[config.mk]
export PLATFORM = sky130hd
export DESIGN_NAME = rrf_commit_ctrl_flat
export DESIGN_NICKNAME = d
export VERILOG_FILES = /design/src/rtl/rrf_commit_ctrl_if.sv /design/src/rtl/rrf_commit_ctrl.sv /design/src/flat_wrapper.sv
export SDC_FILE = /design/constraint.sdc
export NUM_CORES = 1
export LEC_CHECK = 0
export CORE_MARGIN = 3
export CORE_UTILIZATION = 53
export CTS_CLUSTER_SIZE = 24
export DETAILED_ROUTE_END_ITERATION = 8
export DONT_BUFFER_PORTS = 1
export PLACE_DENSITY = 0.66
export SLEW_MARGIN = 20
export SYNTH_ARGS = -nofsm -noshare
export SYNTH_HDL_FRONTEND = slang
export SYNTH_SLANG_ARGS = --single-unit
[constraint.sdc]
create_clock -name clk -period 4.7 [get_ports clk]
set_input_delay 0.47 -clock clk [delete_from_list [all_inputs] [get_ports clk]]
set_output_delay 0.47 -clock clk [all_outputs]
set_load 0.01 [all_outputs]
[src/rtl/rrf_commit_ctrl_if.sv]
// +---------------------------------------------------------------------------+
// | rrf_commit_ctrl_if : ROB/RRF/free-list/RAT signal bundle of rrf_commit_ctrl |
// | Rev 1.0                                                                     |
// +---------------------------------------------------------------------------+
`default_nettype none

interface rrf_commit_ctrl_if #(
   parameter int PHYS_REG_BITS = 6,
   parameter int ARCH_REG_BITS = 5
);
   logic [1:0]                        commit_valid;
   logic [1:0]                        commit_regf_we;
   logic [1:0][ARCH_REG_BITS-1:0]     commit_rd;
   logic [1:0][PHYS_REG_BITS-1:0]     commit_pd;
   logic [1:0]                        commit_accept;
   logic                              rrf_regf_we;
   logic [ARCH_REG_BITS-1:0]          rrf_rd;
   logic [PHYS_REG_BITS-1:0]          rrf_pd;
   logic [PHYS_REG_BITS-1:0]          rrf_old_pd;
   logic                              fl_enq;
   logic [PHYS_REG_BITS-1:0]          fl_pd;
   logic                              fl_full;
   logic                              flush_req;
   logic [ARCH_REG_BITS-1:0]          rrf_rd_idx;
   logic [PHYS_REG_BITS-1:0]          rrf_rd_pd;
   logic                              rat_restore_we;
   logic [ARCH_REG_BITS-1:0]          rat_restore_rd;
   logic [PHYS_REG_BITS-1:0]          rat_restore_pd;
   logic                              flush_done;
   logic                              busy;

   modport master (
      output commit_valid, commit_regf_we, commit_rd, commit_pd, rrf_old_pd,
             fl_full, flush_req, rrf_rd_pd,
      input  commit_accept, rrf_regf_we, rrf_rd, rrf_pd, fl_enq, fl_pd,
             rrf_rd_idx, rat_restore_we, rat_restore_rd, rat_restore_pd,
             flush_done, busy
   );

   modport slave (
      input  commit_valid, commit_regf_we, commit_rd, commit_pd, rrf_old_pd,
             fl_full, flush_req, rrf_rd_pd,
      output commit_accept, rrf_regf_we, rrf_rd, rrf_pd, fl_enq, fl_pd,
             rrf_rd_idx, rat_restore_we, rat_restore_rd, rat_restore_pd,
             flush_done, busy
   );
endinterface

`default_nettype wire

[src/rtl/rrf_commit_ctrl.sv]
// +---------------------------------------------------------------------------+
// | rrf_commit_ctrl : in-order commit buffer, RRF retire, flush RAT restore     |
// | Optional macro RRF_COMMIT_BYPASS_EN: zero-latency lane0 retire when empty   |
// | Rev 1.0                                                                     |
// +---------------------------------------------------------------------------+
`default_nettype none

module rrf_commit_ctrl #(
   parameter int PHYS_REG_BITS = 6,
   parameter int ARCH_REG_BITS = 5,
   parameter int BUF_DEPTH     = 4
) (
   input  logic             clk,
   input  logic             rst,
   rrf_commit_ctrl_if.slave bus
);
   localparam int PTR_W = $clog2(BUF_DEPTH);
   localparam int CNT_W = PTR_W + 1;
   localparam logic [CNT_W-1:0]         c_depth    = CNT_W'(BUF_DEPTH);
   localparam logic [ARCH_REG_BITS-1:0] c_idx_last = '1;

   typedef enum logic [1:0] {
      S_RUN     = 2'd0,
      S_DRAIN   = 2'd1,
      S_RESTORE = 2'd2,
      S_DONE    = 2'd3
   } state_t;

   state_t                   state_q, state_d;
   logic [PTR_W-1:0]         head_q, head_d, tail_q, tail_d;
   logic [CNT_W-1:0]         count_q, count_d;
   logic [ARCH_REG_BITS-1:0] idx_q, idx_d;

   logic                     buf_we_q [BUF_DEPTH];
   logic [ARCH_REG_BITS-1:0] buf_rd_q [BUF_DEPTH];
   logic [PHYS_REG_BITS-1:0] buf_pd_q [BUF_DEPTH];

   logic [CNT_W-1:0]         w_free;
   logic                     w_acc0, w_acc1, w_push0, w_push1, w_pop, w_bypass;
   logic                     w_head_writes;
   logic [PTR_W-1:0]         w_tail1;

   always_comb begin
      state_d  = state_q;
      idx_d    = idx_q;
      w_acc0   = 1'b0;
      w_acc1   = 1'b0;
      w_pop    = 1'b0;
      w_bypass = 1'b0;
      bus.commit_accept  = '0;
      bus.rrf_regf_we    = 1'b0;
      bus.rrf_rd         = '0;
      bus.rrf_pd         = '0;
      bus.fl_enq         = 1'b0;
      bus.fl_pd          = '0;
      bus.rrf_rd_idx     = '0;
      bus.rat_restore_we = 1'b0;
      bus.rat_restore_rd = '0;
      bus.rat_restore_pd = '0;
      bus.flush_done     = 1'b0;
      w_free        = c_depth - count_q;
      w_head_writes = buf_we_q[head_q] && (buf_rd_q[head_q] != '0);

      unique case (state_q)
         S_RUN: begin
            // Free space is judged on the registered count; a same-cycle pop is not credited.
            if (rst && !bus.flush_req) begin
               w_acc0 = bus.commit_valid[0] && (w_free >= CNT_W'(1));
               w_acc1 = w_acc0 && bus.commit_valid[1] && (w_free >= CNT_W'(2));
            end
            if (bus.flush_req) state_d = S_DRAIN;
         end
         S_DRAIN: begin
            if (count_q == '0) begin
               state_d = S_RESTORE;
               idx_d   = ARCH_REG_BITS'(1);
            end
         end
         S_RESTORE: begin
            bus.rrf_rd_idx     = idx_q;
            bus.rat_restore_we = 1'b1;
            bus.rat_restore_rd = idx_q;
            bus.rat_restore_pd = bus.rrf_rd_pd;
            if (idx_q == c_idx_last) state_d = S_DONE;
            else                     idx_d   = idx_q + ARCH_REG_BITS'(1);
         end
         S_DONE: begin
            bus.flush_done = 1'b1;
            state_d        = S_RUN;
         end
         default: state_d = S_RUN;
      endcase
      bus.commit_accept = {w_acc1, w_acc0};

      if ((state_q == S_RUN || state_q == S_DRAIN) && count_q != '0) begin
         if (!w_head_writes) begin
            w_pop = 1'b1;
         end else if (!bus.fl_full) begin
            bus.rrf_regf_we = 1'b1;
            bus.rrf_rd      = buf_rd_q[head_q];
            bus.rrf_pd      = buf_pd_q[head_q];
            bus.fl_enq      = 1'b1;
            bus.fl_pd       = bus.rrf_old_pd;
            w_pop           = 1'b1;
         end
      end
`ifdef RRF_COMMIT_BYPASS_EN
      else if (state_q == S_RUN && w_acc0 && !bus.fl_full) begin
         w_bypass = 1'b1;
         if (bus.commit_regf_we[0] && bus.commit_rd[0] != '0) begin
            bus.rrf_regf_we = 1'b1;
            bus.rrf_rd      = bus.commit_rd[0];
            bus.rrf_pd      = bus.commit_pd[0];
            bus.fl_enq      = 1'b1;
            bus.fl_pd       = bus.rrf_old_pd;
         end
      end
`endif

      w_push0 = w_acc0 && !w_bypass;
      w_push1 = w_acc1;
      w_tail1 = tail_q + PTR_W'(w_push0);
      tail_d  = w_tail1 + PTR_W'(w_push1);
      head_d  = head_q + PTR_W'(w_pop);
      count_d = count_q + CNT_W'(w_push0) + CNT_W'(w_push1) - CNT_W'(w_pop);
      bus.busy = (count_q != '0) || (state_q != S_RUN);
   end

   always_ff @(posedge clk) begin
      if (!rst) begin
         state_q <= S_RUN;
         head_q  <= '0;
         tail_q  <= '0;
         count_q <= '0;
         idx_q   <= '0;
      end else begin
         state_q <= state_d;
         head_q  <= head_d;
         tail_q  <= tail_d;
         count_q <= count_d;
         idx_q   <= idx_d;
      end
   end

   // Payload needs no reset: count_q alone defines which slots are live.
   always_ff @(posedge clk) begin
      if (w_push0) begin
         buf_we_q[tail_q] <= bus.commit_regf_we[0];
         buf_rd_q[tail_q] <= bus.commit_rd[0];
         buf_pd_q[tail_q] <= bus.commit_pd[0];
      end
      if (w_push1) begin
         buf_we_q[w_tail1] <= bus.commit_regf_we[1];
         buf_rd_q[w_tail1] <= bus.commit_rd[1];
         buf_pd_q[w_tail1] <= bus.commit_pd[1];
      end
   end
endmodule

`default_nettype wire

[src/flat_wrapper.sv]
// flat-port wrapper written by rule: the top's interface ports become plain ports
module rrf_commit_ctrl_flat 
#(
   parameter int PHYS_REG_BITS = 6,
   parameter int ARCH_REG_BITS = 5,
   parameter int BUF_DEPTH     = 4
)
  (clk, rst, bus_commit_valid, bus_commit_regf_we, bus_commit_rd, bus_commit_pd, bus_rrf_old_pd, bus_fl_full, bus_flush_req, bus_rrf_rd_pd, bus_commit_accept, bus_rrf_regf_we, bus_rrf_rd, bus_rrf_pd, bus_fl_enq, bus_fl_pd, bus_rrf_rd_idx, bus_rat_restore_we, bus_rat_restore_rd, bus_rat_restore_pd, bus_flush_done, bus_busy);
  rrf_commit_ctrl_if #(.PHYS_REG_BITS(PHYS_REG_BITS), .ARCH_REG_BITS(ARCH_REG_BITS)) bus_i ();
  input  logic clk;
  input  logic rst;
  input wire logic [$bits(bus_i.commit_valid)-1:0] bus_commit_valid;
  input wire logic [$bits(bus_i.commit_regf_we)-1:0] bus_commit_regf_we;
  input wire logic [$bits(bus_i.commit_rd)-1:0] bus_commit_rd;
  input wire logic [$bits(bus_i.commit_pd)-1:0] bus_commit_pd;
  input wire logic [$bits(bus_i.rrf_old_pd)-1:0] bus_rrf_old_pd;
  input wire logic [$bits(bus_i.fl_full)-1:0] bus_fl_full;
  input wire logic [$bits(bus_i.flush_req)-1:0] bus_flush_req;
  input wire logic [$bits(bus_i.rrf_rd_pd)-1:0] bus_rrf_rd_pd;
  output wire logic [$bits(bus_i.commit_accept)-1:0] bus_commit_accept;
  output wire logic [$bits(bus_i.rrf_regf_we)-1:0] bus_rrf_regf_we;
  output wire logic [$bits(bus_i.rrf_rd)-1:0] bus_rrf_rd;
  output wire logic [$bits(bus_i.rrf_pd)-1:0] bus_rrf_pd;
  output wire logic [$bits(bus_i.fl_enq)-1:0] bus_fl_enq;
  output wire logic [$bits(bus_i.fl_pd)-1:0] bus_fl_pd;
  output wire logic [$bits(bus_i.rrf_rd_idx)-1:0] bus_rrf_rd_idx;
  output wire logic [$bits(bus_i.rat_restore_we)-1:0] bus_rat_restore_we;
  output wire logic [$bits(bus_i.rat_restore_rd)-1:0] bus_rat_restore_rd;
  output wire logic [$bits(bus_i.rat_restore_pd)-1:0] bus_rat_restore_pd;
  output wire logic [$bits(bus_i.flush_done)-1:0] bus_flush_done;
  output wire logic [$bits(bus_i.busy)-1:0] bus_busy;
  assign bus_i.commit_valid = bus_commit_valid;
  assign bus_i.commit_regf_we = bus_commit_regf_we;
  assign bus_i.commit_rd = bus_commit_rd;
  assign bus_i.commit_pd = bus_commit_pd;
  assign bus_i.rrf_old_pd = bus_rrf_old_pd;
  assign bus_i.fl_full = bus_fl_full;
  assign bus_i.flush_req = bus_flush_req;
  assign bus_i.rrf_rd_pd = bus_rrf_rd_pd;
  assign bus_commit_accept = bus_i.commit_accept;
  assign bus_rrf_regf_we = bus_i.rrf_regf_we;
  assign bus_rrf_rd = bus_i.rrf_rd;
  assign bus_rrf_pd = bus_i.rrf_pd;
  assign bus_fl_enq = bus_i.fl_enq;
  assign bus_fl_pd = bus_i.fl_pd;
  assign bus_rrf_rd_idx = bus_i.rrf_rd_idx;
  assign bus_rat_restore_we = bus_i.rat_restore_we;
  assign bus_rat_restore_rd = bus_i.rat_restore_rd;
  assign bus_rat_restore_pd = bus_i.rat_restore_pd;
  assign bus_flush_done = bus_i.flush_done;
  assign bus_busy = bus_i.busy;
  rrf_commit_ctrl #(.PHYS_REG_BITS(PHYS_REG_BITS), .ARCH_REG_BITS(ARCH_REG_BITS), .BUF_DEPTH(BUF_DEPTH)) u_core (.clk(clk), .rst(rst), .bus(bus_i));
endmodule
==> flow_summary.html, run 1 <==
<table>
<tr><th>Metric</th><th>Value</th></tr>
<tr><th colspan="2">Outcome</th></tr>
<tr><td>Run status</td><td>finished, final reports clean</td></tr>
<tr><th colspan="2">Hold path</th></tr>
<tr><td>Number of cells on the worst hold path</td><td>2</td></tr>
<tr><td>Class of the worst hold path</td><td>in2reg</td></tr>
<tr><td>WHS Endpoint</td><td>u_core.state_q[0]</td></tr>
<tr><td>Min-Delay Startpoint</td><td>rst</td></tr>
<tr><th colspan="2">Finish</th></tr>
<tr><td>Most used cells in the layout excluding fill and tap cells</td><td>sky130_fd_sc_hd__edfxtp_1 (48), sky130_fd_sc_hd__and2_1 (35), sky130_fd_sc_hd__mux2_1 (18), sky130_fd_sc_hd__mux2_4 (18), sky130_fd_sc_hd__ha_1 (15)</td></tr>
<tr><td>Finished layout cell area</td><td>3840 um2</td></tr>
<tr><td>Fill count</td><td>547</td></tr>
<tr><td>Synth-to-layout area growth</td><td>4.77%</td></tr>
<tr><td>Most common library cell in the layout ignoring fill and taps</td><td>sky130_fd_sc_hd__edfxtp_1</td></tr>
<tr><td>Final nets</td><td>320</td></tr>
<tr><td>Fraction of final layout cells with drive strength greater than 1</td><td>27.8%</td></tr>
<tr><td>Number of diodes</td><td>0</td></tr>
<tr><th colspan="2">STA</th></tr>
<tr><td>Fin Setup TNS</td><td>0 ns</td></tr>
<tr><td>Final clock period utilization by the worst path</td><td>76.7%</td></tr>
<tr><td>Hold WS</td><td>0.241 ns</td></tr>
<tr><td>Final setup violation count</td><td>0</td></tr>
<tr><td>Number of failing hold endpoints at the final stage</td><td>0</td></tr>
<tr><td>Final worst path period need</td><td>3.61 ns</td></tr>
<tr><td>Setup repair after global routing missed its margin</td><td>false</td></tr>
<tr><td>Worst slew margin relative to its limit</td><td>50.6%</td></tr>
<tr><td>Worst Skew</td><td>0.00734 ns</td></tr>
<tr><td>Transition time at the pin with the least slew margin</td><td>0.737 ns</td></tr>
<tr><td>Upper clock frequency limit</td><td>277 MHz</td></tr>
<tr><td>Max-slew violation count</td><td>0</td></tr>
<tr><th colspan="2">Setup path</th></tr>
<tr><td>WP data required</td><td>4.67 ns</td></tr>
<tr><td>Logic depth of the worst register-to-register path</td><td>10</td></tr>
<tr><td>FF-to-FF Start</td><td>u_core.count_q[1]</td></tr>
<tr><td>Worst Setup Path Type</td><td>reg2reg</td></tr>
<tr><td>End of the worst register-to-register path</td><td>u_core.buf_we_q[3]</td></tr>
<tr><td>Register-to-register path setup slack</td><td>1.09 ns</td></tr>
<tr><td>Crit. End Element</td><td>flip-flop</td></tr>
<tr><td>Sort of element at the start of the critical path</td><td>flip-flop</td></tr>
<tr><td>Crit path arrival time</td><td>3.58 ns</td></tr>
<tr><td>Largest driver fanout on the critical path</td><td>13</td></tr>
<tr><th colspan="2">Drt</th></tr>
<tr><td>Post-detailed-routing wire length</td><td>6.90 mm</td></tr>
<tr><td>Residual DRC count</td><td>0</td></tr>
<tr><td>DRT antenna net count</td><td>0</td></tr>
<tr><td>Number of search-and-repair iterations in the first detailed-routing pass</td><td>4</td></tr>
<tr><td>DR vias</td><td>2,040</td></tr>
<tr><td>Initial DRC count</td><td>98</td></tr>
<tr><td>Vias per cell</td><td>5.95</td></tr>
<tr><td>Routed wire length per instance</td><td>20.1 um</td></tr>
<tr><th colspan="2">Clock tree</th></tr>
<tr><td>Maximum count of clock buffers along a single path</td><td>2</td></tr>
<tr><td>Number of clock sinks seen by CTS</td><td>62</td></tr>
<tr><td>Clock-pin slew of the registers on the worst-case setup and hold paths</td><td>0.07 ns</td></tr>
<tr><td>Clock insertion delay at the later pin of the skew report</td><td>0.34 ns</td></tr>
<tr><td>Hold-fix buffers, CTS</td><td>0</td></tr>
<tr><td>H-Tree Depth</td><td>3</td></tr>
<tr><td>TritonCTS Buffers</td><td>9</td></tr>
<tr><td>Post-CTS Resized</td><td>0</td></tr>
<tr><td>Clock tree from TritonCTS</td><td>yes</td></tr>
<tr><td>Clock Root Buffer</td><td>sky130_fd_sc_hd__clkbuf_8</td></tr>
<tr><td># Post-CTS Setup Buffers</td><td>0</td></tr>
<tr><th colspan="2">Placed design</th></tr>
<tr><td>Detailed Place HPWL</td><td>4.94 mm</td></tr>
<tr><td>Post-placement cell area</td><td>3650 um2</td></tr>
<tr><td>Placer's final routability congestion estimate</td><td>0.724</td></tr>
<tr><td>Port Buf Inserts</td><td>0</td></tr>
<tr><th colspan="2">Yosys</th></tr>
<tr><td>Portion of synthesized cell area occupied by the leading cell type</td><td>39.3%</td></tr>
<tr><td>Largest area contributor in the synthesized netlist</td><td>sky130_fd_sc_hd__edfxtp_1</td></tr>
<tr><td>Synth warnings</td><td>0</td></tr>
<tr><td>FFs w/ async S/R, synth</td><td>0%</td></tr>
<tr><td>Post-Syn Nets</td><td>325</td></tr>
<tr><td>Area of the mapped netlist</td><td>3670 um2</td></tr>
<tr><td>Leading register cell type out of synthesis</td><td>sky130_fd_sc_hd__edfxtp_1</td></tr>
<tr><td>Dominant cells by area after synthesis</td><td>sky130_fd_sc_hd__edfxtp_1 (39%), sky130_fd_sc_hd__dfxtp_1 (7.6%), sky130_fd_sc_hd__mux2_4 (7.4%)</td></tr>
<tr><td>Post-synthesis register bit count</td><td>62</td></tr>
<tr><td>Mean Syn Cell Area</td><td>13.8 um2</td></tr>
<tr><td>Sequential area share after synthesis</td><td>46.9%</td></tr>
<tr><td>Post-synthesis cell count</td><td>266</td></tr>
<tr><td>Distinct cell type count of the synthesized netlist</td><td>44</td></tr>
<tr><td>Number of enable flip-flop cells after synthesis</td><td>48</td></tr>
<tr><th colspan="2">Die</th></tr>
<tr><td>Die Span Y</td><td>89.2 um</td></tr>
<tr><td>Chip width</td><td>89.2 um</td></tr>
<tr><td>Number of top-level pins</td><td>82</td></tr>
<tr><td>Standard cell core area</td><td>6530 um2</td></tr>
<tr><td>Cell Rows</td><td>29</td></tr>
<tr><td>Effective utilization at floorplan</td><td>56.2%</td></tr>
<tr><td>Die footprint</td><td>7960 um2</td></tr>
<tr><th colspan="2">Power and ir drop</th></tr>
<tr><td>Leakage Power</td><td>1.44 nW</td></tr>
<tr><td>Pwr/cell area</td><td>444 nW/um2</td></tr>
<tr><td>PnR Total Power</td><td>1.71 mW</td></tr>
<tr><td>Maximum vdd drop</td><td>0.230 mV</td></tr>
<tr><th colspan="2">GRT</th></tr>
<tr><td>Global-route wire length before repair</td><td>10.7 mm</td></tr>
<tr><td>Global-route usage over all layers</td><td>18.4%</td></tr>
<tr><td>Number of global-route vias before repair</td><td>2,049</td></tr>
<tr><td>Congestion Overflow GR</td><td>0</td></tr>
<tr><td>Largest net degree at the start of global routing</td><td>23</td></tr>
<tr><td>Antenna violations before repair</td><td>0</td></tr>
<tr><th colspan="2">Job</th></tr>
<tr><td>Maxcap violations</td><td>0</td></tr>
</table>
-- per-stage QoR --
step | utilization, % | cells | worst slack, ns
floorplan | - | 266 | 1.34
global placement | 55.9 | 327 | 0.926
detailed placement | 55.9 | 327 | 0.793
CTS | 58.8 | 343 | 0.767
global route | 58.9 | 343 | 0.886
finish | 58.9 | 343 | 1.09
-- area by class of cell --
cell class,count,area (um2),share of cell area (%)
inverter,12,50.0,1.30
timing repair buffer,4,30.0,0.781
sequential,62,1720,44.8
multi-input combinational,172,1760,45.7
tap,77,96.3,2.51
clock buffer,10,128,3.32
clock inverter,6,61.3,1.59
-- power breakdown --
part	leakage (nW)	internal (mW)	switching (mW)
Sequential	0.547	0.646	0.0427
Combinational	0.794	0.259	0.301
Clock	0.0964	0.244	0.213
Total	1.44	1.15	0.557
-- synthesized netlist by cell type, types with 4 or more instances --
master / count
sky130_fd_sc_hd__dfxtp_1: 14
sky130_fd_sc_hd__ha_1: 15
sky130_fd_sc_hd__mux4_2: 12
sky130_fd_sc_hd__a21boi_0: 4
sky130_fd_sc_hd__nand2_1: 8
sky130_fd_sc_hd__buf_6: 4
sky130_fd_sc_hd__edfxtp_1: 48
sky130_fd_sc_hd__inv_1: 11
sky130_fd_sc_hd__and2_1: 35
sky130_fd_sc_hd__clkbuf_1: 5
sky130_fd_sc_hd__mux2_1: 18
sky130_fd_sc_hd__mux2_2: 12
sky130_fd_sc_hd__nor2_1: 5
sky130_fd_sc_hd__buf_4: 10
sky130_fd_sc_hd__nand3_1: 7
sky130_fd_sc_hd__mux2_4: 18
-- state kept, by name, indices dropped and copies added (netlist names) --
register / cells
u_core.state_q: 2
u_core.count_q: 3
u_core.idx_q: 5
u_core.buf_rd_q: 20
u_core.head_q: 2
u_core.buf_pd_q: 24
u_core.tail_q: 2
u_core.buf_we_q: 4
-- worst max path at each step --
stage                      startpoint                     to  slack (ns)  cells after the start
detailed placement  u_core.count_q[1]  u_core.buf_rd_q[1][0]        0.79                     10
floorplan           u_core.count_q[1]  u_core.buf_pd_q[1][0]        1.34                     11
CTS                 u_core.count_q[1]     u_core.buf_we_q[1]        0.77                     10
global placement    u_core.count_q[1]  u_core.buf_pd_q[1][0]        0.93                     10
global route        u_core.count_q[1]     u_core.buf_we_q[1]        0.89                     10
finish              u_core.count_q[1]     u_core.buf_we_q[3]        1.09                     10
-- cell families (layout without fill, tap and decap cells) --
logic type	count (synthesis)	in the layout	synth area share, %
compound gates	14	14	2.90
flops	62	62	46.9
mux	61	61	24.2
fa+ha+maj	17	17	6.21
buf+inv	32	32	5.28
simple gates	74	74	13.1
xor+xnor	6	6	1.43
-- critical path: stages (launching register included) --
cell                      delay (ns)
sky130_fd_sc_hd__dfxtp_1        0.39
sky130_fd_sc_hd__inv_1          0.10
sky130_fd_sc_hd__ha_1           0.19
sky130_fd_sc_hd__ha_1           0.28
sky130_fd_sc_hd__or4b_4         0.46
sky130_fd_sc_hd__nand2_1        0.15
sky130_fd_sc_hd__inv_1          0.14
sky130_fd_sc_hd__ha_1           0.26
sky130_fd_sc_hd__xor2_1         0.32
sky130_fd_sc_hd__nand3_2        0.37
sky130_fd_sc_hd__nand2_1        0.58
-- metal layers --
| layer | track usage, % | wire, um |
|---|---|---|
| met3 | 3.78 | 367 |
| met4 | 7.44 | 118 |
| met5 | 0 | 0 |
| met2 | 28.5 | 3120 |
| met1 | 25.5 | 3300 |
No activity file was read; power rests on OpenSTA's default activity.
==> run 2, diff against run 1 <==
--- a/config.mk
+++ b/config.mk
@@ -10,7 +10,7 @@
 export CTS_CLUSTER_SIZE = 24
 export DETAILED_ROUTE_END_ITERATION = 8
 export DONT_BUFFER_PORTS = 1
-export PLACE_DENSITY = 0.66
+export PLACE_DENSITY = 0.69
 export SLEW_MARGIN = 20
 export SYNTH_ARGS = -nofsm -noshare
 export SYNTH_HDL_FRONTEND = slang
==> constraint.sdc (replaced) <==
create_clock -name clk -period 3 [get_ports clk]
set_input_delay 0.3 -clock clk [delete_from_list [all_inputs] [get_ports clk]]
set_output_delay 0.3 -clock clk [all_outputs]
set_load 0.01 [all_outputs]
==> run 2 against run 1 <==
Against the previous run: clock power grew 81%; register-to-register slack got worse by 1.0 ns; combinational power increased by 84%; sequential power increased by 57%; cell count grew 5.5%; wire length up 8.4%; clock-buffer cell count decreased by 1; critical endpoint is now u_core.buf_pd_q[2][0]; highest routed layer unchanged.
==> flow_summary.html, run 2 (synthesis gave the netlist of run 1 again) <==
<table>
<tr><th>Metric</th><th>Value</th></tr>
<tr><th colspan="2">Finish</th></tr>
<tr><td>Final cell count without fillers</td><td>362 (was 343)</td></tr>
<tr><td>Number of diodes</td><td>0 (unchanged)</td></tr>
<tr><td>Flip-flop count of the largest register after layout</td><td>24 (unchanged)</td></tr>
<tr><td>Final nets</td><td>339 (was 320)</td></tr>
<tr><td>Fraction of final layout cells with drive strength greater than 1</td><td>36.8% (was 27.8%)</td></tr>
<tr><td>Post-layout utilization of the core</td><td>64.4% (was 58.9%)</td></tr>
<tr><td>Finished layout cell area</td><td>4210 um2 (was 3840 um2)</td></tr>
<tr><td>Regs by FF count</td><td>u_core.buf_pd_q (24), u_core.buf_rd_q (20), u_core.idx_q (5) (unchanged)</td></tr>
<tr><td>Most common library cell in the layout ignoring fill and taps</td><td>sky130_fd_sc_hd__edfxtp_1 (unchanged)</td></tr>
<tr><td>Most used cells in the layout excluding fill and tap cells</td><td>sky130_fd_sc_hd__edfxtp_1 (48), sky130_fd_sc_hd__and2_1 (35), sky130_fd_sc_hd__mux2_1 (18), sky130_fd_sc_hd__mux2_4 (18), sky130_fd_sc_hd__buf_4 (15) (was sky130_fd_sc_hd__edfxtp_1 (48), sky130_fd_sc_hd__and2_1 (35), sky130_fd_sc_hd__mux2_1 (18), sky130_fd_sc_hd__mux2_4 (18), sky130_fd_sc_hd__ha_1 (15))</td></tr>
<tr><td>Synth-to-layout area growth</td><td>14.6% (was 4.77%)</td></tr>
<tr><td>Register ranked first by flip-flop count</td><td>u_core.buf_pd_q (unchanged)</td></tr>
<tr><th colspan="2">Hold path</th></tr>
<tr><td>Class of the worst hold path</td><td>in2reg (unchanged)</td></tr>
<tr><td>Number of cells on the worst hold path</td><td>1 (was 2)</td></tr>
<tr><th colspan="2">Die</th></tr>
<tr><td>Die Span Y</td><td>89.2 um (unchanged)</td></tr>
<tr><td>Die footprint</td><td>7960 um2 (unchanged)</td></tr>
<tr><td>Cell Rows</td><td>29 (unchanged)</td></tr>
<tr><td>Chip width</td><td>89.2 um (unchanged)</td></tr>
<tr><td>Number of top-level pins</td><td>82 (unchanged)</td></tr>
<tr><td>Effective utilization at floorplan</td><td>56.2% (unchanged)</td></tr>
<tr><td>Standard cell core area</td><td>6530 um2 (unchanged)</td></tr>
<tr><th colspan="2">STA</th></tr>
<tr><td>Final setup violation count</td><td>0 (unchanged)</td></tr>
<tr><td>Worst slew margin relative to its limit</td><td>54.7% (was 50.6%)</td></tr>
<tr><td>Upper clock frequency limit</td><td>342 MHz (was 277 MHz)</td></tr>
<tr><td>Number of failing hold endpoints at the final stage</td><td>0 (unchanged)</td></tr>
<tr><td>Fin Setup TNS</td><td>0 ns (unchanged)</td></tr>
<tr><td>Max-slew violation count</td><td>0 (unchanged)</td></tr>
<tr><td>Transition time at the pin with the least slew margin</td><td>0.680 ns (was 0.737 ns)</td></tr>
<tr><td>Final clock period utilization by the worst path</td><td>97.4% (was 76.7%)</td></tr>
<tr><td>Final worst path period need</td><td>2.92 ns (was 3.61 ns)</td></tr>
<tr><td>Worst path setup slack after routing</td><td>0.0786 ns (was 1.09 ns)</td></tr>
<tr><td>Worst Skew</td><td>0.00405 ns (was 0.00734 ns)</td></tr>
<tr><th colspan="2">Clock tree</th></tr>
<tr><td>Clock-pin slew of the registers on the worst-case setup and hold paths</td><td>0.07 ns (about the same)</td></tr>
<tr><td>Clock insertion delay at the later pin of the skew report</td><td>0.34 ns (about the same)</td></tr>
<tr><td>Clock Root Buffer</td><td>sky130_fd_sc_hd__clkbuf_8 (unchanged)</td></tr>
<tr><td>H-Tree Depth</td><td>3 (unchanged)</td></tr>
<tr><td>Clock tree from TritonCTS</td><td>yes (unchanged)</td></tr>
<tr><td># Post-CTS Setup Buffers</td><td>0 (unchanged)</td></tr>
<tr><td>TritonCTS Buffers</td><td>9 (unchanged)</td></tr>
<tr><td>Maximum count of clock buffers along a single path</td><td>2 (unchanged)</td></tr>
<tr><td>Number of clock sinks seen by CTS</td><td>62 (unchanged)</td></tr>
<tr><td>Hold-fix buffers, CTS</td><td>0 (unchanged)</td></tr>
<tr><th colspan="2">Setup path</th></tr>
<tr><td>Logic depth of the worst register-to-register path</td><td>11 (was 10)</td></tr>
<tr><td>WP data required</td><td>3.10 ns (was 4.67 ns)</td></tr>
<tr><td>CP Cell Sequence</td><td>inv_1 &gt; ha_1 &gt; ha_1 &gt; or4b_4 &gt; nand2_2 &gt; inv_1 &gt; ha_4 &gt; xnor2_4 &gt; nor3_4 &gt; clkbuf_16 &gt; mux2_4 (was inv_1 &gt; ha_1 &gt; ha_1 &gt; or4b_4 &gt; nand2_1 &gt; inv_1 &gt; ha_1 &gt; xor2_1 &gt; nand3_2 &gt; nand2_1)</td></tr>
<tr><td>Sort of element at the start of the critical path</td><td>flip-flop (unchanged)</td></tr>
<tr><td>Largest stage delay on the critical path</td><td>0.47 ns (was 0.58 ns)</td></tr>
<tr><td>Register-to-register path setup slack</td><td>0.08 ns (was 1.09 ns)</td></tr>
<tr><td>Largest driver fanout on the critical path</td><td>6 (was 13)</td></tr>
<tr><td>Crit. End Element</td><td>flip-flop (unchanged)</td></tr>
<tr><td>Crit path arrival time</td><td>3.02 ns (was 3.58 ns)</td></tr>
<tr><td>Worst Setup Path Type</td><td>reg2reg (unchanged)</td></tr>
<tr><td>Critical Path Slowest Stage Cell</td><td>sky130_fd_sc_hd__or4b_4 (was sky130_fd_sc_hd__nand2_1)</td></tr>
<tr><th colspan="2">Power and ir drop</th></tr>
<tr><td>Leakage Power</td><td>1.57 nW (was 1.44 nW)</td></tr>
<tr><td>Maximum vdd drop</td><td>0.404 mV (was 0.230 mV)</td></tr>
<tr><td>Pwr/cell area</td><td>696 nW/um2 (was 444 nW/um2)</td></tr>
<tr><th colspan="2">GRT</th></tr>
<tr><td>Global-route usage over all layers</td><td>19.5% (was 18.4%)</td></tr>
<tr><td>Number of global-route vias before repair</td><td>2,173 (was 2,049)</td></tr>
<tr><td>Global-route wire length before repair</td><td>11.2 mm (was 10.7 mm)</td></tr>
<tr><td>Congestion Overflow GR</td><td>0 (unchanged)</td></tr>
<tr><td>Antenna violations before repair</td><td>0 (unchanged)</td></tr>
<tr><td>Largest net degree at the start of global routing</td><td>23 (unchanged)</td></tr>
<tr><th colspan="2">Job</th></tr>
<tr><td>Maxcap violations</td><td>0 (unchanged)</td></tr>
<tr><th colspan="2">Outcome</th></tr>
<tr><td>Run status</td><td>finished, final reports clean (unchanged)</td></tr>
<tr><th colspan="2">Drt</th></tr>
<tr><td>Post-detailed-routing wire length</td><td>7.48 mm (was 6.90 mm)</td></tr>
<tr><td>Number of search-and-repair iterations in the first detailed-routing pass</td><td>4 (unchanged)</td></tr>
<tr><td>Initial DRC count</td><td>122 (was 98)</td></tr>
<tr><td>Residual DRC count</td><td>0 (unchanged)</td></tr>
<tr><td>DRT antenna net count</td><td>0 (unchanged)</td></tr>
<tr><td>DR vias</td><td>2,147 (was 2,040)</td></tr>
<tr><td>Vias per cell</td><td>5.93 (was 5.95)</td></tr>
<tr><td>Routed wire length per instance</td><td>20.7 um (was 20.1 um)</td></tr>
<tr><th colspan="2">Placed design</th></tr>
<tr><td>Detailed Place HPWL</td><td>5.02 mm (was 4.94 mm)</td></tr>
<tr><td>Pre-CTS setup slack</td><td>-0.0573 ns (was 0.793 ns)</td></tr>
<tr><td>Number of cells in the design after placement</td><td>346 (was 327)</td></tr>
<tr><td>Port Buf Inserts</td><td>0 (unchanged)</td></tr>
<tr><td>Post-placement cell area</td><td>3890 um2 (was 3650 um2)</td></tr>
<tr><td>Placer's final routability congestion estimate</td><td>0.806 (was 0.724)</td></tr>
</table>
[run 2: cell count changes in the layout (fill, tap and decap cells not counted), sizes merged]
cell	change
buf	+18
clkinv	-2
bufinv	+1
clkinvlp	+1
inv	+1
[run 2: area by class of cell]
class | instances | area (um2)
fillers | 470 | 2320
clock buffers | 9 | 124
multi-input cells | 172 | 1830
clock inverters | 7 | 96.3
repair buffers | 23 | 278
inverters | 12 | 50.0
flip-flops and latches | 62 | 1730
well taps | 77 | 96.3
[run 2: repair_timing]
item | 4_1_cts | 5_1_grt
endpoints found under the setup margin | 1 | 82
gates cloned | 0 | 1
pin swaps | 0 | 5
gates resized for setup | 3 | 11
[run 2: per-stage QoR]
stage	hold slack [ns]	power [mW]
4_1_cts	0.0651	2.90
6_report	0.0784	2.93
5_1_grt	0.0724	3.12
2_1_floorplan	0.414	1.84
3_3_place_gp	0.419	2.04
3_5_place_dp	0.425	2.06
[run 2: metal layers]
metal	track usage [%]	wire [um]	vias to the layer above
met5	0	0	-
met4	7.71	114	0
met3	5.25	470	10
met2	29.7	3520	74
met1	26.6	3380	1062
li1	-	-	1001
[run 2: report_power, final]
part / total (mW) / internal (mW) / leakage, nW / switching, mW
combinational: 1.03 / 0.499 / 0.922 / 0.527
sequential: 1.08 / 1.01 / 0.549 / 0.0611
clock: 0.827 / 0.470 / 0.104 / 0.356
total: 2.93 / 1.98 / 1.57 / 0.945
[run 2: worst max-delay path, delay by kind of cell (launching register included)]
family / cells / cell delay (ns)
adder cells (fa/ha/maj): 3 / 0.66
XOR/XNOR: 1 / 0.16
multiplexers: 1 / 0.30
flip-flops: 1 / 0.33
buffers and inverters: 3 / 0.36
AND/OR/NAND/NOR: 3 / 0.87
[run 2: final timing paths]
kind / from / endpoint
max: u_core.count_q[0] / u_core.buf_pd_q[2][0]
min: rst / u_core.count_q[1]
max reg2reg: u_core.count_q[0] / u_core.buf_pd_q[2][0]
min reg2reg: u_core.idx_q[4] / u_core.idx_q[4]
==> run 3, diff against run 2 <==
--- a/config.mk
+++ b/config.mk
@@ -5,12 +5,14 @@
 export SDC_FILE = /design/constraint.sdc
 export NUM_CORES = 1
 export LEC_CHECK = 0
+export BUFFER_PORTS_ARGS = -buffer_cell sky130_fd_sc_hd__buf_4
+export CELL_PAD_IN_SITES_DETAIL_PLACEMENT = 1
+export CELL_PAD_IN_SITES_GLOBAL_PLACEMENT = 1
 export CORE_MARGIN = 3
-export CORE_UTILIZATION = 53
+export CORE_UTILIZATION = 40
 export CTS_CLUSTER_SIZE = 24
 export DETAILED_ROUTE_END_ITERATION = 8
-export DONT_BUFFER_PORTS = 1
-export PLACE_DENSITY = 0.69
+export PLACE_DENSITY = 0.75
 export SLEW_MARGIN = 20
 export SYNTH_ARGS = -nofsm -noshare
 export SYNTH_HDL_FRONTEND = slang
==> run 3 against run 2 <==
Against the previous run: sequential share of layout area down 5.2 points; hold slack improved by 0.19 ns; worst setup slack worse by 0.040 ns; clock power shrank 9.9%; critical path type unchanged.
==> flow_summary.html, run 3 (synthesis gave the netlist of run 1 again) <==
<table>
<tr><th>Metric</th><th>Value</th></tr>
<tr><th colspan="2">GRT</th></tr>
<tr><td>Largest net degree at the start of global routing</td><td>23 (unchanged)</td></tr>
<tr><td>Global-route wire length before repair</td><td>14.0 mm (was 11.2 mm)</td></tr>
<tr><td>Antenna violations before repair</td><td>0 (unchanged)</td></tr>
<tr><td>Congestion Overflow GR</td><td>0 (unchanged)</td></tr>
<tr><td>Number of global-route vias before repair</td><td>2,592 (was 2,173)</td></tr>
<tr><td>Global-route usage over all layers</td><td>18.3% (was 19.5%)</td></tr>
<tr><th colspan="2">Placed design</th></tr>
<tr><td>Placer's final routability congestion estimate</td><td>0.732 (was 0.806)</td></tr>
<tr><td>Pre-CTS setup slack</td><td>-0.0778 ns (was -0.0573 ns)</td></tr>
<tr><td>Detailed Place HPWL</td><td>6.93 mm (was 5.02 mm)</td></tr>
<tr><td>Port Buf Inserts</td><td>81 (was 0)</td></tr>
<tr><th colspan="2">Drt</th></tr>
<tr><td>DR vias</td><td>2,466 (was 2,147)</td></tr>
<tr><td>Routed wire length per instance</td><td>19.1 um (was 20.7 um)</td></tr>
<tr><td>Initial DRC count</td><td>103 (was 122)</td></tr>
<tr><td>Post-detailed-routing wire length</td><td>9.15 mm (was 7.48 mm)</td></tr>
<tr><td>DRT antenna net count</td><td>0 (unchanged)</td></tr>
<tr><td>Vias per cell</td><td>5.15 (was 5.93)</td></tr>
<tr><td>Number of search-and-repair iterations in the first detailed-routing pass</td><td>4 (unchanged)</td></tr>
<tr><td>Residual DRC count</td><td>0 (unchanged)</td></tr>
<tr><th colspan="2">Finish</th></tr>
<tr><td>Fraction of final layout cells with drive strength greater than 1</td><td>51.8% (was 36.8%)</td></tr>
<tr><td>Flip-flop count of the largest register after layout</td><td>24 (unchanged)</td></tr>
<tr><td>Synth-to-layout area growth</td><td>31.4% (was 14.6%)</td></tr>
<tr><td>Most used cells in the layout excluding fill and tap cells</td><td>sky130_fd_sc_hd__buf_4 (100), sky130_fd_sc_hd__edfxtp_1 (48), sky130_fd_sc_hd__and2_1 (35), sky130_fd_sc_hd__mux2_1 (18), sky130_fd_sc_hd__mux2_4 (18) (was sky130_fd_sc_hd__edfxtp_1 (48), sky130_fd_sc_hd__and2_1 (35), sky130_fd_sc_hd__mux2_1 (18), sky130_fd_sc_hd__mux2_4 (18), sky130_fd_sc_hd__buf_4 (15))</td></tr>
<tr><td>Most common library cell in the layout ignoring fill and taps</td><td>sky130_fd_sc_hd__buf_4 (was sky130_fd_sc_hd__edfxtp_1)</td></tr>
<tr><td>Regs by FF count</td><td>u_core.buf_pd_q (24), u_core.buf_rd_q (20), u_core.idx_q (5) (unchanged)</td></tr>
<tr><td>Final nets</td><td>425 (was 339)</td></tr>
<tr><td>Register ranked first by flip-flop count</td><td>u_core.buf_pd_q (unchanged)</td></tr>
<tr><td>Number of diodes</td><td>0 (unchanged)</td></tr>
<tr><th colspan="2">Setup path</th></tr>
<tr><td>WP data required</td><td>3.23 ns (was 3.10 ns)</td></tr>
<tr><td>Logic depth of the worst register-to-register path</td><td>11 (unchanged)</td></tr>
<tr><td>FF-to-FF Start</td><td>u_core.head_q[0] (was u_core.count_q[0])</td></tr>
<tr><td>Sort of element at the start of the critical path</td><td>flip-flop (unchanged)</td></tr>
<tr><td>Worst setup path startpoint</td><td>u_core.head_q[0] (was u_core.count_q[0])</td></tr>
<tr><td>Worst Setup Path Type</td><td>reg2reg (unchanged)</td></tr>
<tr><td>Largest driver fanout on the critical path</td><td>4 (was 6)</td></tr>
<tr><td>Crit. End Element</td><td>flip-flop (unchanged)</td></tr>
<tr><td>Crit path arrival time</td><td>3.19 ns (was 3.02 ns)</td></tr>
<tr><th colspan="2">STA</th></tr>
<tr><td>Transition time at the pin with the least slew margin</td><td>0.635 ns (was 0.680 ns)</td></tr>
<tr><td>Worst path setup slack after routing</td><td>0.0387 ns (was 0.0786 ns)</td></tr>
<tr><td>Final clock period utilization by the worst path</td><td>98.7% (was 97.4%)</td></tr>
<tr><td>Max-slew violation count</td><td>0 (unchanged)</td></tr>
<tr><td>Worst Skew</td><td>0.0116 ns (was 0.00405 ns)</td></tr>
<tr><td>Final worst path period need</td><td>2.96 ns (was 2.92 ns)</td></tr>
<tr><td>Final setup violation count</td><td>0 (unchanged)</td></tr>
<tr><td>Fin Setup TNS</td><td>0 ns (unchanged)</td></tr>
<tr><td>Worst slew margin relative to its limit</td><td>57.7% (was 54.7%)</td></tr>
<tr><td>Number of failing hold endpoints at the final stage</td><td>0 (unchanged)</td></tr>
<tr><td>Upper clock frequency limit</td><td>338 MHz (was 342 MHz)</td></tr>
<tr><td>Setup repair after global routing missed its margin</td><td>true</td></tr>
<tr><th colspan="2">Hold path</th></tr>
<tr><td>Class of the worst hold path</td><td>in2reg (unchanged)</td></tr>
<tr><td>Min-Delay Startpoint</td><td>bus_commit_rd[6] (was rst)</td></tr>
<tr><td>Number of cells on the worst hold path</td><td>2 (was 1)</td></tr>
<tr><th colspan="2">Power and ir drop</th></tr>
<tr><td>Leakage Power</td><td>1.99 nW (was 1.57 nW)</td></tr>
<tr><td>Logic gate share of total power</td><td>41.4% (was 35.1%)</td></tr>
<tr><td>Pwr/cell area</td><td>645 nW/um2 (was 696 nW/um2)</td></tr>
<tr><td>Internal Pwr Total</td><td>2.07 mW (was 1.98 mW)</td></tr>
<tr><td>Maximum vdd drop</td><td>0.249 mV (was 0.404 mV)</td></tr>
<tr><td>Clock Power Share</td><td>24.0% (was 28.2%)</td></tr>
<tr><td>Net switching component of the power</td><td>1.04 mW (was 945 uW)</td></tr>
<tr><td>Sequential group share of total power</td><td>34.6% (was 36.7%)</td></tr>
<tr><td>Switching Fraction</td><td>33.4% (was 32.3%)</td></tr>
<tr><th colspan="2">Outcome</th></tr>
<tr><td>Run status</td><td>finished, final reports clean (unchanged)</td></tr>
<tr><th colspan="2">Die</th></tr>
<tr><td>Effective utilization at floorplan</td><td>41.7% (was 56.2%)</td></tr>
<tr><td>Standard cell core area</td><td>8810 um2 (was 6530 um2)</td></tr>
<tr><td>Cell Rows</td><td>34 (was 29)</td></tr>
<tr><td>Die Span Y</td><td>102 um (was 89.2 um)</td></tr>
<tr><td>Chip width</td><td>102 um (was 89.2 um)</td></tr>
<tr><td>Die footprint</td><td>10,400 um2 (was 7960 um2)</td></tr>
<tr><td>Number of top-level pins</td><td>82 (unchanged)</td></tr>
<tr><th colspan="2">Job</th></tr>
<tr><td>Maxcap violations</td><td>0 (unchanged)</td></tr>
<tr><th colspan="2">Clock tree</th></tr>
<tr><td>Clock insertion delay at the later pin of the skew report</td><td>0.34 ns (about the same)</td></tr>
<tr><td>Clock-pin slew of the registers on the worst-case setup and hold paths</td><td>0.07 ns (about the same)</td></tr>
<tr><td>Clock tree from TritonCTS</td><td>yes (unchanged)</td></tr>
<tr><td>TritonCTS Buffers</td><td>9 (unchanged)</td></tr>
<tr><td>Clock Root Buffer</td><td>sky130_fd_sc_hd__clkbuf_8 (unchanged)</td></tr>
<tr><td>Maximum count of clock buffers along a single path</td><td>2 (unchanged)</td></tr>
<tr><td>Number of clock sinks seen by CTS</td><td>62 (unchanged)</td></tr>
<tr><td>Hold-fix buffers, CTS</td><td>0 (unchanged)</td></tr>
<tr><td>H-Tree Depth</td><td>3 (unchanged)</td></tr>
</table>
[run 3: cell type report]
type                            instances  area, um2
Clock inverter                          7       73.8
Inverter                               12       50.0
Tap cell                              108        135
Fill cell                             901       3990
Clock buffer                            9        124
Sequential cell                        62       1730
Multi-Input combinational cell        172       1820
Timing Repair Buffer                  109        887
[run 3: critical path, stage by stage (launching register included)]
cell and delay (ns):
sky130_fd_sc_hd__dfxtp_4 0.36, sky130_fd_sc_hd__buf_6 0.11, sky130_fd_sc_hd__mux4_2 0.54, sky130_fd_sc_hd__nor3_4 0.21
sky130_fd_sc_hd__nand2_1 0.08, sky130_fd_sc_hd__a31oi_1 0.18, sky130_fd_sc_hd__buf_4 0.16, sky130_fd_sc_hd__ha_4 0.20
sky130_fd_sc_hd__fa_2 0.38, sky130_fd_sc_hd__inv_2 0.06, sky130_fd_sc_hd__fa_1 0.41, sky130_fd_sc_hd__and2_1 0.14
[run 3: through the flow]
| step | utilization [%] | instance area, um2 | hold WS [ns] | instances | total power, mW |
|---|---|---|---|---|---|
| final | 54.7 | 4820 | 0.266 | 479 | 3.11 |
| after global routing | 54.7 | 4820 | 0.270 | 479 | 3.30 |
| after CTS | 54.1 | 4760 | 0.258 | 477 | 3.08 |
| after detailed placement | 51.4 | 4520 | 0.489 | 461 | 2.31 |
| after global placement | 51.4 | 4520 | 0.470 | 461 | 2.25 |
| after floorplan | - | 3680 | 0.414 | 266 | 1.84 |
[run 3: final timing paths]
check	endpoint	slack (ns)
setup / recovery	u_core.count_q[1]	0.04
hold / removal	u_core.buf_rd_q[3][1]	0.27
setup reg to reg	u_core.count_q[1]	0.04
hold reg to reg	u_core.idx_q[4]	0.49
[run 3: metal layers]
| metal | GRT usage, % | share of wire, % | wire [um] |
|---|---|---|---|
| met1 | 24.1 | 44 | 4050 |
| met2 | 30.7 | 51 | 4690 |
| met3 | 2.20 | 3.0 | 275 |
| met4 | 7.16 | 1.4 | 131 |
| met5 | 0 | 0 | 0 |
[run 3: power groups by stage]
stage / Clock, mW / Sequential [mW] / Combinational, mW
after floorplan: 0 / 1.07 / 0.770
after global placement: 0 / 1.08 / 1.17
after detailed placement: 0 / 1.09 / 1.22
after CTS: 0.754 / 1.07 / 1.26
after global routing: 0.787 / 1.09 / 1.43
final: 0.745 / 1.08 / 1.29
[run 3: timing repair]
item	in CTS	in global routing
buffers inserted	1	2
gates resized for setup	12	7
pin swaps	5	6
endpoints found under the hold margin	0	0
setup endpoints to repair	43	56
